===== config.mk =====
export PLATFORM = sky130hd
export DESIGN_NAME = bcd_counter_multi
export DESIGN_NICKNAME = d
export VERILOG_FILES = /design/src/rtl/bcd_pkg.sv /design/src/rtl/bcd_digit.sv /design/src/rtl/bcd_counter_multi.sv
export SDC_FILE = /design/constraint.sdc
export NUM_CORES = 1
export LEC_CHECK = 0
export ABC_AREA = 1
export CORE_UTILIZATION = 45
export CTS_CLUSTER_SIZE = 25
export DETAILED_ROUTE_END_ITERATION = 16
export GPL_TIMING_DRIVEN = 0
export PLACE_DENSITY = 0.81
export SLEW_MARGIN = 20
export SYNTH_ARGS = -nofsm -noshare
export SYNTH_HDL_FRONTEND = slang
export SYNTH_SLANG_ARGS = --single-unit

===== constraint.sdc =====
create_clock -name clk -period 2.2 [get_ports clk]
set_input_delay 0.22 -clock clk [delete_from_list [all_inputs] [get_ports clk]]
set_output_delay 0.22 -clock clk [all_outputs]
set_load 0.05 [all_outputs]

===== src/rtl/bcd_pkg.sv =====
// Shared BCD constants and the seven-segment decode used by the multi-digit counter.
package bcd_pkg;

  localparam logic [3:0] BCD_MAX = 4'd9;

  localparam logic [6:0] SEG_0     = 7'h3F;
  localparam logic [6:0] SEG_1     = 7'h06;
  localparam logic [6:0] SEG_2     = 7'h5B;
  localparam logic [6:0] SEG_3     = 7'h4F;
  localparam logic [6:0] SEG_4     = 7'h66;
  localparam logic [6:0] SEG_5     = 7'h6D;
  localparam logic [6:0] SEG_6     = 7'h7D;
  localparam logic [6:0] SEG_7     = 7'h07;
  localparam logic [6:0] SEG_8     = 7'h7F;
  localparam logic [6:0] SEG_9     = 7'h6F;
  localparam logic [6:0] SEG_BLANK = 7'h00;

  // Segment order {g,f,e,d,c,b,a}; non-BCD codes blank the digit.
  function automatic logic [6:0] seg7(input logic [3:0] code);
    logic [6:0] seg;
    case (code)
      4'd0:    seg = SEG_0;
      4'd1:    seg = SEG_1;
      4'd2:    seg = SEG_2;
      4'd3:    seg = SEG_3;
      4'd4:    seg = SEG_4;
      4'd5:    seg = SEG_5;
      4'd6:    seg = SEG_6;
      4'd7:    seg = SEG_7;
      4'd8:    seg = SEG_8;
      4'd9:    seg = SEG_9;
      default: seg = SEG_BLANK;
    endcase
    return seg;
  endfunction

endpackage


===== src/rtl/bcd_digit.sv =====
// Single BCD digit up/down cell; the parent supplies an already-clamped load value
// and the cascade enable, and reads back the at-max/at-zero flags.
module bcd_digit
  import bcd_pkg::*;
(
  input  logic       clk,
  input  logic       rst,
  input  logic       load,
  input  logic [3:0] ld_val,
  input  logic       cnt_in,
  input  logic       up,
  output logic [3:0] q,
  output logic       at_max,
  output logic       at_zero
);

  logic [3:0] r_q;

  always_ff @(posedge clk or negedge rst) begin
    if (!rst) begin
      r_q <= 4'd0;
    end else if (load) begin
      r_q <= ld_val;
    end else if (cnt_in) begin
      if (up) r_q <= (r_q == BCD_MAX) ? 4'd0 : r_q + 4'd1;
      else    r_q <= (r_q == 4'd0) ? BCD_MAX : r_q - 4'd1;
    end
  end

  assign q       = r_q;
  assign at_max  = (r_q == BCD_MAX);
  assign at_zero = (r_q == 4'd0);

endmodule


===== src/rtl/bcd_counter_multi.sv =====
// Multi-digit BCD up/down counter with parallel load, wrap carry and a
// time-multiplexed seven-segment scan driver.
module bcd_counter_multi
  import bcd_pkg::*;
#(
  parameter int DIGITS   = 4,
  parameter int SCAN_DIV = 16
) (
  input  logic                  clk,
  input  logic                  rst,
  input  logic                  load,
  input  logic [4*DIGITS-1:0]   data,
  input  logic                  en,
  input  logic                  up,
  output logic [4*DIGITS-1:0]   count,
  output logic                  carry,
  output logic                  load_err,
  output logic [DIGITS-1:0]     an,
  output logic [7:0]            disp
);

  localparam int SCAN_W = (SCAN_DIV > 1) ? $clog2(SCAN_DIV) : 1;
  localparam int IDX_W  = (DIGITS > 1) ? $clog2(DIGITS) : 1;

  function automatic logic [3:0] clamp_bcd(input logic [3:0] nib);
    return (nib > BCD_MAX) ? 4'd0 : nib;
  endfunction

  logic [3:0]        w_digit [DIGITS];
  logic [DIGITS-1:0] w_at_max;
  logic [DIGITS-1:0] w_at_zero;
  logic [DIGITS-1:0] w_cnt_in;
  logic [DIGITS-1:0] w_nib_err;
  logic [DIGITS:0]   w_chain_max;
  logic [DIGITS:0]   w_chain_zero;
  logic              w_step;

  logic              r_carry;
  logic              r_load_err;
  logic [SCAN_W-1:0] r_scan_cnt;
  logic [IDX_W-1:0]  r_dig_idx;
  logic [DIGITS-1:0] r_an;
  logic [7:0]        r_disp;

  assign w_step = en & ~load;

  // chain[i] is true when every digit below i is at its wrap point.
  always_comb begin
    w_chain_max  = '0;
    w_chain_zero = '0;
    w_chain_max[0]  = 1'b1;
    w_chain_zero[0] = 1'b1;
    for (int i = 0; i < DIGITS; i++) begin
      w_chain_max[i+1]  = w_chain_max[i] & w_at_max[i];
      w_chain_zero[i+1] = w_chain_zero[i] & w_at_zero[i];
    end
  end

  for (genvar i = 0; i < DIGITS; i++) begin : g_dig
    logic [3:0] w_ld_raw;
    logic [3:0] w_ld_val;
    assign w_ld_raw     = data[4*i +: 4];
    assign w_ld_val     = clamp_bcd(w_ld_raw);
    assign w_nib_err[i] = (w_ld_raw > BCD_MAX);
    assign w_cnt_in[i]  = w_step & (up ? w_chain_max[i] : w_chain_zero[i]);

    bcd_digit u_digit (
      .clk     (clk),
      .rst     (rst),
      .load    (load),
      .ld_val  (w_ld_val),
      .cnt_in  (w_cnt_in[i]),
      .up      (up),
      .q       (w_digit[i]),
      .at_max  (w_at_max[i]),
      .at_zero (w_at_zero[i])
    );

    assign count[4*i +: 4] = w_digit[i];
  end

  always_ff @(posedge clk or negedge rst) begin
    if (!rst) begin
      r_carry    <= 1'b0;
      r_load_err <= 1'b0;
    end else begin
      r_carry    <= w_step & (up ? w_chain_max[DIGITS] : w_chain_zero[DIGITS]);
      r_load_err <= load & (|w_nib_err);
    end
  end

  // Scan runs independently of load/en; the display registers lag index and count by one cycle.
  always_ff @(posedge clk or negedge rst) begin
    if (!rst) begin
      r_scan_cnt <= '0;
      r_dig_idx  <= '0;
      r_an       <= DIGITS'(1);
      r_disp     <= 8'h00;
    end else begin
      r_an   <= DIGITS'(1) << r_dig_idx;
      r_disp <= {1'b0, seg7(w_digit[r_dig_idx])};
      if (r_scan_cnt == SCAN_W'(SCAN_DIV - 1)) begin
        r_scan_cnt <= '0;
        r_dig_idx  <= (r_dig_idx == IDX_W'(DIGITS - 1)) ? '0 : r_dig_idx + 1'b1;
      end else begin
        r_scan_cnt <= r_scan_cnt + 1'b1;
      end
    end
  end

  assign carry    = r_carry;
  assign load_err = r_load_err;
  assign an       = r_an;
  assign disp     = r_disp;

endmodule


# After elaboration in Yosys (flattened, before gate mapping)
# Memory sizes are Yosys's and may differ from the RTL's. A register that Yosys moved wholly into a read port is not among the register bits.
# Index checks and enable logic that the tools add are counted.
# W data, S select, Z words.
totals:
  register_bits: 28
  mem_bits_ro: 112
  inputBits: 21
  out_inout_bits: 30
  word_cells: 89
  mem_count: 1
op_classes:
  add_sub_neg: 10
  order_cmp: 5
  n_eq_ne: 6
  n_shift: 1
  n_mux: 33
  bitwise: 14
  reduce_logical: 10
memory_table:
  columns: ["name", "depth", "word_bits", "read_ports", "rd_ports_with_merged_regs", "write_ports", "line_no", "text"]
  rows:
  - ["(name not given)", 16, 7, 1, 1, 0, "bcd_pkg.sv:21", "case (code)"]
ops:
  columns: ["cell", "n"]
  rows:
  - ["$mux W4", 27]
  - ["$add A4 B1 Y4 const B", 5]
  - ["$eq A4 B4 Y1 const B", 5]
  - ["$gt A4 B4 Y1 const B", 4]
  - ["$logic_not A4 Y1", 4]
  - ["$sub A4 B1 Y4 const B", 4]
  - ["$and A1 B1 Y1", 12]
  - ["$bmux W4 S2", 1]
  - ["$reduce_bool A2 Y1", 4]
  - ["$mux W1", 4]
  - ["$reduce_or A4 Y1", 1]
  - ["$shl A1 B2 Y4 const A", 1]
  - ["$ge A3 B3 Y1 const B", 1]
  - ["$not A2 Y3", 1]
  - ["$add A2 B1 Y2 const B", 1]
  - ["$eq A2 B2 Y1 const B", 1]
  - ["$mux W2", 1]
  - ["$logic_not A1 Y1", 1]
  - ["$not A1 Y1", 1]

# Depth between registers and ports, before layout
# Gate-level depths: netlist of run 1.
depth:
  depth_word: 7
  depth_mapped: 11
  mapped_depth_nobuf: 11

# Modules after synthesis
# Synthesis of run 1 repeated with hierarchy kept, for this count alone.
unflattened:
  cells_unflattened: 409
  area_unflattened_um2: 2698.8
by_module_without_submodules:
  columns: ["mod", "instances", "cells_per_inst", "area_each_um2", "seq_area_each_um2"]
  rows:
  - ["bcd_digit", 4, 60, 352.8, 100.1]
  - ["bcd_counter_multi", 1, 169, 1287.5, 476.7]

# Worst setup path before layout of run 1
# OpenSTA, ideal clock, no wires.
synth_path:
  kind: "reg-to-reg"
  start: "register g_dig[0].u_digit.r_q[0]"
  end: "register r_disp[1] (netlist: disp[1])"
  setup_time_ps: 123
  arrival_time_ps: 1859
  required_time_ps: 2077
  slack_ps: 218
  path_stages_with_launch: 10
  period_less_slack_ps: 1982
  path_cell_list: "dfrtp_1 > inv_1 > nor2_1 > inv_1 > a32oi_1 > inv_1 > ha_1 > inv_1 > o21ai_0 > nand2_1"
synth_between:
  elab_chain_cells: 3
synth_lines:
  columns: ["element", "line_no", "text"]
  rows:
  - ["start: declaration", "bcd_digit.sv:17", "logic [3:0] r_q;"]
  - ["start signal: assignment", "bcd_digit.sv:23", "r_q <= ld_val;"]
  - ["start signal: assignment", "bcd_digit.sv:25", "if (up) r_q <= (r_q == BCD_MAX) ? 4'd0 : r_q + 4'd1;"]
  - ["start signal: assignment", "bcd_digit.sv:26", "else r_q <= (r_q == 4'd0) ? BCD_MAX : r_q - 4'd1;"]
  - ["$bmux W4 S2", "bcd_counter_multi.sv:101", "r_disp <= {1'b0, seg7(w_digit[r_dig_idx])};"]
  - ["$mux W4 (implied by the code) (2 in a row)", "bcd_counter_multi.sv:101", null]
  - ["end: declaration", "bcd_counter_multi.sv:43", "logic [7:0] r_disp;"]
# No other way between the ends. The select of a mux whose other input is x is not followed.
# A chain may end at the register's enable or synchronous reset.

# Final worst setup path of run 1
layout_path:
  start: "register r_dig_idx[0]"
  end: "register r_disp[3] (netlist: disp[3])"
layout_between:
  elab_chain_cells: 4
layout_lines:
  columns: ["element", "line_no", "text"]
  rows:
  - ["start: declaration", "bcd_counter_multi.sv:41", "logic [IDX_W-1:0] r_dig_idx;"]
  - ["start signal: assignment", "bcd_counter_multi.sv:104", "r_dig_idx <= (r_dig_idx == IDX_W'(DIGITS - 1)) ? '0 : r_dig_idx + 1'b1;"]
  - ["$not A2 Y3 (implied by the code)", "bcd_counter_multi.sv:101", null]
  - ["$bmux W4 S2", "bcd_counter_multi.sv:101", null]
  - ["$mux W4 (implied by the code) (2 in a row)", "bcd_counter_multi.sv:101", null]
# No other way between the ends. The select of a mux whose other input is x is not followed.

==> flow_metrics.py, run 1 <==
metrics = {
    "cts": {
        "cts.sinks": 35,
        "hold_buffers": 1,
        "cts_buffers": 5,
        "path_clk_slew_ns": 0.08,
        "cts_tree": "done",
        "clock_latency_ns": 0.30,
        "htreeDepth": 2,
        "post-cts-setup-buffer-count": 0,
        "cts_buffer_depth": 2,
        "cts_resized": 0,
        "root_buffer": "clkbuf_8",
    },
    "sta": {
        "tightest_slew_ns": 0.526,
        "clock.fmax_mhz": 506,
        "finalCriticalPeriod_ns": 1.98,
        "finalSetupViolations": 0,
        "relSlewSlack_pct": 64.9,
        "fin_worst_skew_ns": 0.0152,
        "period_share_pct": 89.9,
        "rsz0062_at_grt": "no",
        "drv_slew": 0,
        "tns_ns": 0,
        "whs_ns": 0.329,
        "hold_viol": 0,
        "fin_ws_ns": 0.223,
    },
    "drt": {
        "drc_errors": 0,
        "wl_mm": 5.92,
        "drt_first_iter_violations": 132,
        "wl_per_cell_um": 11.8,
        "ant_nets": 0,
        "vias": 2565,
        "drt_first_pass_iters": 5,
        "drt-vias-per-instance": 5.13,
    },
    "layout": {
        "area_growth_syn_to_layout_pct": 27.5,
        "finalInstanceArea_um2": 3190,
        "fin_nets": 461,
        "drive_above_1_share_pct": 10.2,
        "n_antenna_cell": 0,
    },
    "power": {
        "p_sw_mw": 1.07,
        "peakVddDrop_uv": 380,
        "seqPwrFrac_pct": 34.4,
        "fin_total_pwr_mw": 2.40,
        "p_leak_nw": 1.61,
        "p_clk_share_pct": 19.0,
        "p_per_area_nw_per_um2": 751,
        "power_frac_comb_pct": 46.7,
        "p_int_mw": 1.33,
        "swShare_pct": 44.7,
    },
    "global_routing": {
        "grt_pass1_vias": 2381,
        "grt_pass1_wl_mm": 10.2,
        "antenna_found_initial": 0,
        "grt-ovfl-total": 0,
        "grtUsageTotal_pct": 21.6,
        "grt_max_degree": 27,
    },
    "synthesis": {
        "seq_area_frac_synth_pct": 35.0,
        "synth.most_common_cell": "nand2_1",
        "synth_area_leaders": "dfrtp_1 (34%), nand2_1 (20%), nand3_1 (8.6%)",
        "synth.distinct_cells": 33,
        "synth_common_cells": "nand2_1 (133), nand3_1 (43), inv_1 (37), dfrtp_1 (34), o21ai_0 (25)",
        "async_flop_share_pct": 100,
        "yosysWarnings": 0,
        "synth-seq-cells": 35,
        "avgSynthCellArea_um2": 6.75,
        "synth_area_um2": 2500,
        "synthCells": 371,
        "synth_edf_count": 0,
        "syn_nets": 403,
        "synth_top_area_cell": "dfrtp_1",
        "synth_top_area_share_pct": 34.0,
        "ys.flop_type": "dfrtp_1",
    },
    "floorplan": {
        "rows": 26,
        "start_util_pct": 47.8,
        "fp.dieW_um": 76.6,
        "coreArea_um2": 5240,
        "io_pins": 51,
        "die_area_um2": 5870,
        "die_h_um": 76.6,
    },
    "critical_path": {
        "arrival_ns": 2.20,
        "end_kind": "flip-flop",
        "path_class": "reg2reg",
        "crit_fanout": 10,
        "cp-start-kind": "flip-flop",
        "critPathRequiredTime_ns": 2.42,
    },
    "job": {
        "drv_cap": 0,
    },
    "placement": {
        "hpwl_mm": 4.53,
        "place_area_um2": 3100,
        "post-place-ws_ns": 0.245,
        "gp_congestion": 0.909,
        "portBuffers": 49,
    },
    "hold_path": {
        "worstHoldPathType": "in2async",
    },
    "run_status": {
        "status": "completed",
    },
}
cell type report:
cell class                      instances  area, um2
Buffer                                 11       58.8
Clock buffer                            6       72.6
Multi-Input combinational cell        285       1420
Timing Repair Buffer                   51        515
Inverter                               40        150
Clock inverter                          2       12.5
Sequential cell                        35        877
Fill cell                             467       2040
Tap cell                               70       87.6
layout by cell type, fill, tap and decap left out, types with 4 or more instances in the layout:
cell and count:
o211ai_1 5, a21oi_1 9, dfrtp_1 34, nor2_1 21, ha_1 11, clkbuf_8 5, clkdlybuf4s50_1 48, buf_2 5
inv_1 37, o21ai_0 25, nand2_2 5, nand2_1 133, nand3_1 43, nor2_2 9, clkbuf_1 4
registers in the layout (all words and copies together) (netlist names):
signal,flops
g_dig.u_digit.q,16
disp,7
an,4
r_scan_cnt,4
r_dig_idx,2
carry,1
load_err,1
cell families after synthesis:
group	Yosys count	share of synthesized area (%)
simple gates	220	38.6
compound gates	51	11.7
buf+inv	51	8.34
flops	35	35.0
fa+ha+maj	11	5.49
xor+xnor	2	0.699
other cells	1	0.150
layer usage:
metal	share of wire (%)	track usage (%)
met5	0	0
met2	48	36.7
met3	6.6	3.47
met4	2.7	10.2
met1	43	26.8
worst max-delay path, stage by stage (launching register included):
cell     delay, ns
dfrtp_1       0.46
buf_4         0.20
nor2_1        0.10
inv_1         0.04
a32oi_1       0.30
inv_1         0.15
ha_1          0.30
inv_1         0.04
o21ai_0       0.18
nand2_1       0.07
nand2_1       0.05
stage by stage:
step                      util [%]  cells
final                         61.0    500
after global placement        58.9    490
after floorplan                  -    371
after CTS                     61.0    500
after detailed placement      59.1    491
after global routing          61.0    500
final timing paths:
kind / depth (start not counted) / slack [ns] / end / from
worst max-delay path: 10 / 0.22 / disp[3] / r_dig_idx[0]
worst min-delay path: 2 / 0.33 / g_dig[1].u_digit.q[2] / rst
worst max register to register: 10 / 0.22 / disp[3] / r_dig_idx[0]
worst min register to register: 1 / 0.50 / r_scan_cnt[1] / r_scan_cnt[1]
max in group asynchronous: 3 / 1.38 / an[0] / rst
min in group clk: 1 / 0.50 / r_scan_cnt[1] / r_scan_cnt[1]
power groups by stage:
stage	logic (mW)	registers (mW)	clock network, mW
after floorplan	0.469	1.13	0
after global placement	1.09	0.835	0
after detailed placement	1.11	0.835	0
after CTS	1.12	0.823	0.466
after global routing	1.23	0.838	0.489
final	1.12	0.824	0.455
Power figures use the tool's default switching activity.
==> run 2, diff against run 1 <==
--- a/config.mk
+++ b/config.mk
@@ -6,6 +6,7 @@
 export NUM_CORES = 1
 export LEC_CHECK = 0
 export ABC_AREA = 1
+export CORE_MARGIN = 2
 export CORE_UTILIZATION = 45
 export CTS_CLUSTER_SIZE = 25
 export DETAILED_ROUTE_END_ITERATION = 16
==> flow_metrics.py, run 2 (synthesis results as in run 1) <==
metrics = {
    "power": {
        "p_sw_mw": 1.07,
        "peakVddDrop_uv": 333,
        "p_per_area_nw_per_um2": 757,
        "p_leak_nw": 1.62,
        "power_frac_comb_pct": 46.1,
        "p_int_mw": 1.36,
        "swShare_pct": 44.0,
        "seqPwrFrac_pct": 33.9,
        "p_clk_share_pct": 20.0,
    },
    "global_routing": {
        "grtUsageTotal_pct": 20.6,
        "grt_pass1_wl_mm": 10.2,
        "grt_max_degree": 21,
        "grt-ovfl-total": 0,
        "antenna_found_initial": 0,
        "grt_pass1_vias": 2346,
    },
    "sta": {
        "tns_ns": 0,
        "finalSetupViolations": 0,
        "hold_viol": 0,
        "tightest_slew_ns": 0.522,
        "period_share_pct": 89.5,
        "drv_slew": 0,
        "fin_ws_ns": 0.231,
        "fin_worst_skew_ns": 0.00983,
        "relSlewSlack_pct": 65.2,
        "finalCriticalPeriod_ns": 1.97,
        "rsz0062_at_grt": "no",
        "clock.fmax_mhz": 508,
    },
    "critical_path": {
        "path_cells": "buf_4 -> nor2_1 -> inv_1 -> a32oi_1 -> inv_1 -> ha_1 -> inv_1 -> o21ai_0 -> nand2_1",
        "rr_endpoint": "disp[1]",
        "critPathMostFrequentCell": "inv_1",
        "end_kind": "flip-flop",
        "crit_cells": 9,
        "r2r_start": "r_dig_idx[0]",
        "cp_slowest_cell": "dfrtp_1",
        "rrSetupSlack_ns": 0.23,
        "r2r.worst_path.cells": 9,
        "path_class": "reg2reg",
        "cp-start-kind": "flip-flop",
        "critPathCapture": "disp[1]",
        "startpoint": "r_dig_idx[0]",
        "crit_fanout": 10,
        "critPathRequiredTime_ns": 2.38,
        "cpPeakStageDelay_ns": 0.46,
        "arrival_ns": 2.14,
        "critical_path.top_delay_family": "compound AO/OA/AOI/OAI gates",
        "worst-path-buf-inv": 4,
    },
    "layout": {
        "multi_input_area_um2": 1420,
        "fin_nets": 461,
        "n_antenna_cell": 0,
        "layout_commonest_cell": "nand2_1",
        "final_cell_mix": "nand2_1 (133), clkdlybuf4s50_1 (48), nand3_1 (43)",
        "area_growth_syn_to_layout_pct": 28.1,
        "drive_above_1_share_pct": 10.2,
        "ff_latch_area_um2": 877,
        "largest_reg_flops": 16,
        "fill_cells": 508,
    },
    "placement": {
        "hpwl_mm": 4.59,
        "post-place-ws_ns": 0.209,
        "gp_congestion": 0.879,
        "portBuffers": 49,
    },
    "floorplan": {
        "die_h_um": 78.6,
        "die_area_um2": 6180,
        "rows": 27,
        "fp.dieW_um": 78.6,
        "coreArea_um2": 5440,
        "io_pins": 51,
        "start_util_pct": 46.1,
    },
    "drt": {
        "wl_per_cell_um": 11.7,
        "drt_first_iter_violations": 176,
        "drt_first_pass_iters": 5,
        "wl_mm": 5.89,
        "drt-vias-per-instance": 5.12,
        "drc_errors": 0,
        "vias": 2570,
        "ant_nets": 0,
    },
    "cts": {
        "cts.sinks": 35,
        "root_buffer": "clkbuf_8",
        "clock_latency_ns": 0.29,
        "path_clk_slew_ns": 0.07,
        "cts_resized": 0,
        "cts_tree": "done",
        "htreeDepth": 2,
        "cts_buffer_depth": 2,
        "cts_buffers": 5,
    },
    "hold_path": {
        "worstHoldPathType": "in2async",
    },
    "run_status": {
        "status": "completed",
    },
    "job": {
        "drv_cap": 0,
    },
}
==> run 2: changes by cell type in the layout (fill, tap and decap cells not counted) <==
cell and change:
buf_12 -1, buf_16 +1, clkbuf_8 +1, clkinvlp_4 -1
==> run 2: through the flow <==
step,power (mW),util (%),instance area (um2),instances,hold WS [ns]
6_report,2.43,59.0,3210,502,0.402
5_1_grt,2.61,59.0,3210,502,0.445
4_1_cts,2.44,59.0,3210,502,0.411
3_5_place_dp,1.95,57.1,3110,493,0.179
3_3_place_gp,1.93,56.7,3090,492,0.476
2_1_floorplan,1.60,-,2500,371,-0.0756
==> run 2: area by class of cell <==
cell class                      instances  area share, %
Multi-Input combinational cell        285           44.2
Clock inverter                          1          0.156
Clock buffer                            7           2.69
Tap cell                               72           2.81
Inverter                               40           4.68
Timing Repair Buffer                   51           16.3
Sequential cell                        35           27.3
Buffer                                 11           1.83
==> run 2: metal layers <==
layer  share of wire (%)  global-route usage [%]  vias up
met1                  42                    25.7     1165
met3                 6.2                    4.02       13
met4                 2.2                    7.19        0
met5                   0                       0        -
li1                    -                       -     1311
met2                  49                    35.6       81
==> run 2: worst register-to-register path, cell delays in order (launching register included) <==
cell and delay [ns]:
dfrtp_1 0.46, buf_4 0.21, nor2_1 0.10, inv_1 0.04
a32oi_1 0.32, inv_1 0.16, ha_1 0.31, inv_1 0.04
o21ai_0 0.15, nand2_1 0.07
==> run 2: how the worst min path moves through the flow <==
stage	to	slack, ns	start	depth (start not counted)
after floorplan	an[1]	-0.08	rst	0
after global placement	r_scan_cnt[3]	0.48	r_scan_cnt[3]	1
after detailed placement	r_scan_cnt[2]	0.18	rst	1
after CTS	g_dig[0].u_digit.q[3]	0.41	rst	2
after global routing	g_dig[1].u_digit.q[0]	0.44	rst	2
final	g_dig[1].u_digit.q[0]	0.40	rst	2
==> run 2: power groups by stage <==
stage          registers, mW  logic (mW)  clock network (mW)
2_1_floorplan           1.13       0.469                   0
3_3_place_gp           0.834        1.09                   0
3_5_place_dp           0.836        1.12                   0
4_1_cts                0.823        1.12               0.495
5_1_grt                0.837        1.23               0.536
6_report               0.824        1.12               0.485
==> run 2: repair_timing <==
item,4_1_cts,5_1_grt
buffers inserted,0,0
hold endpoints to repair,15,0
hold buffers,1,0
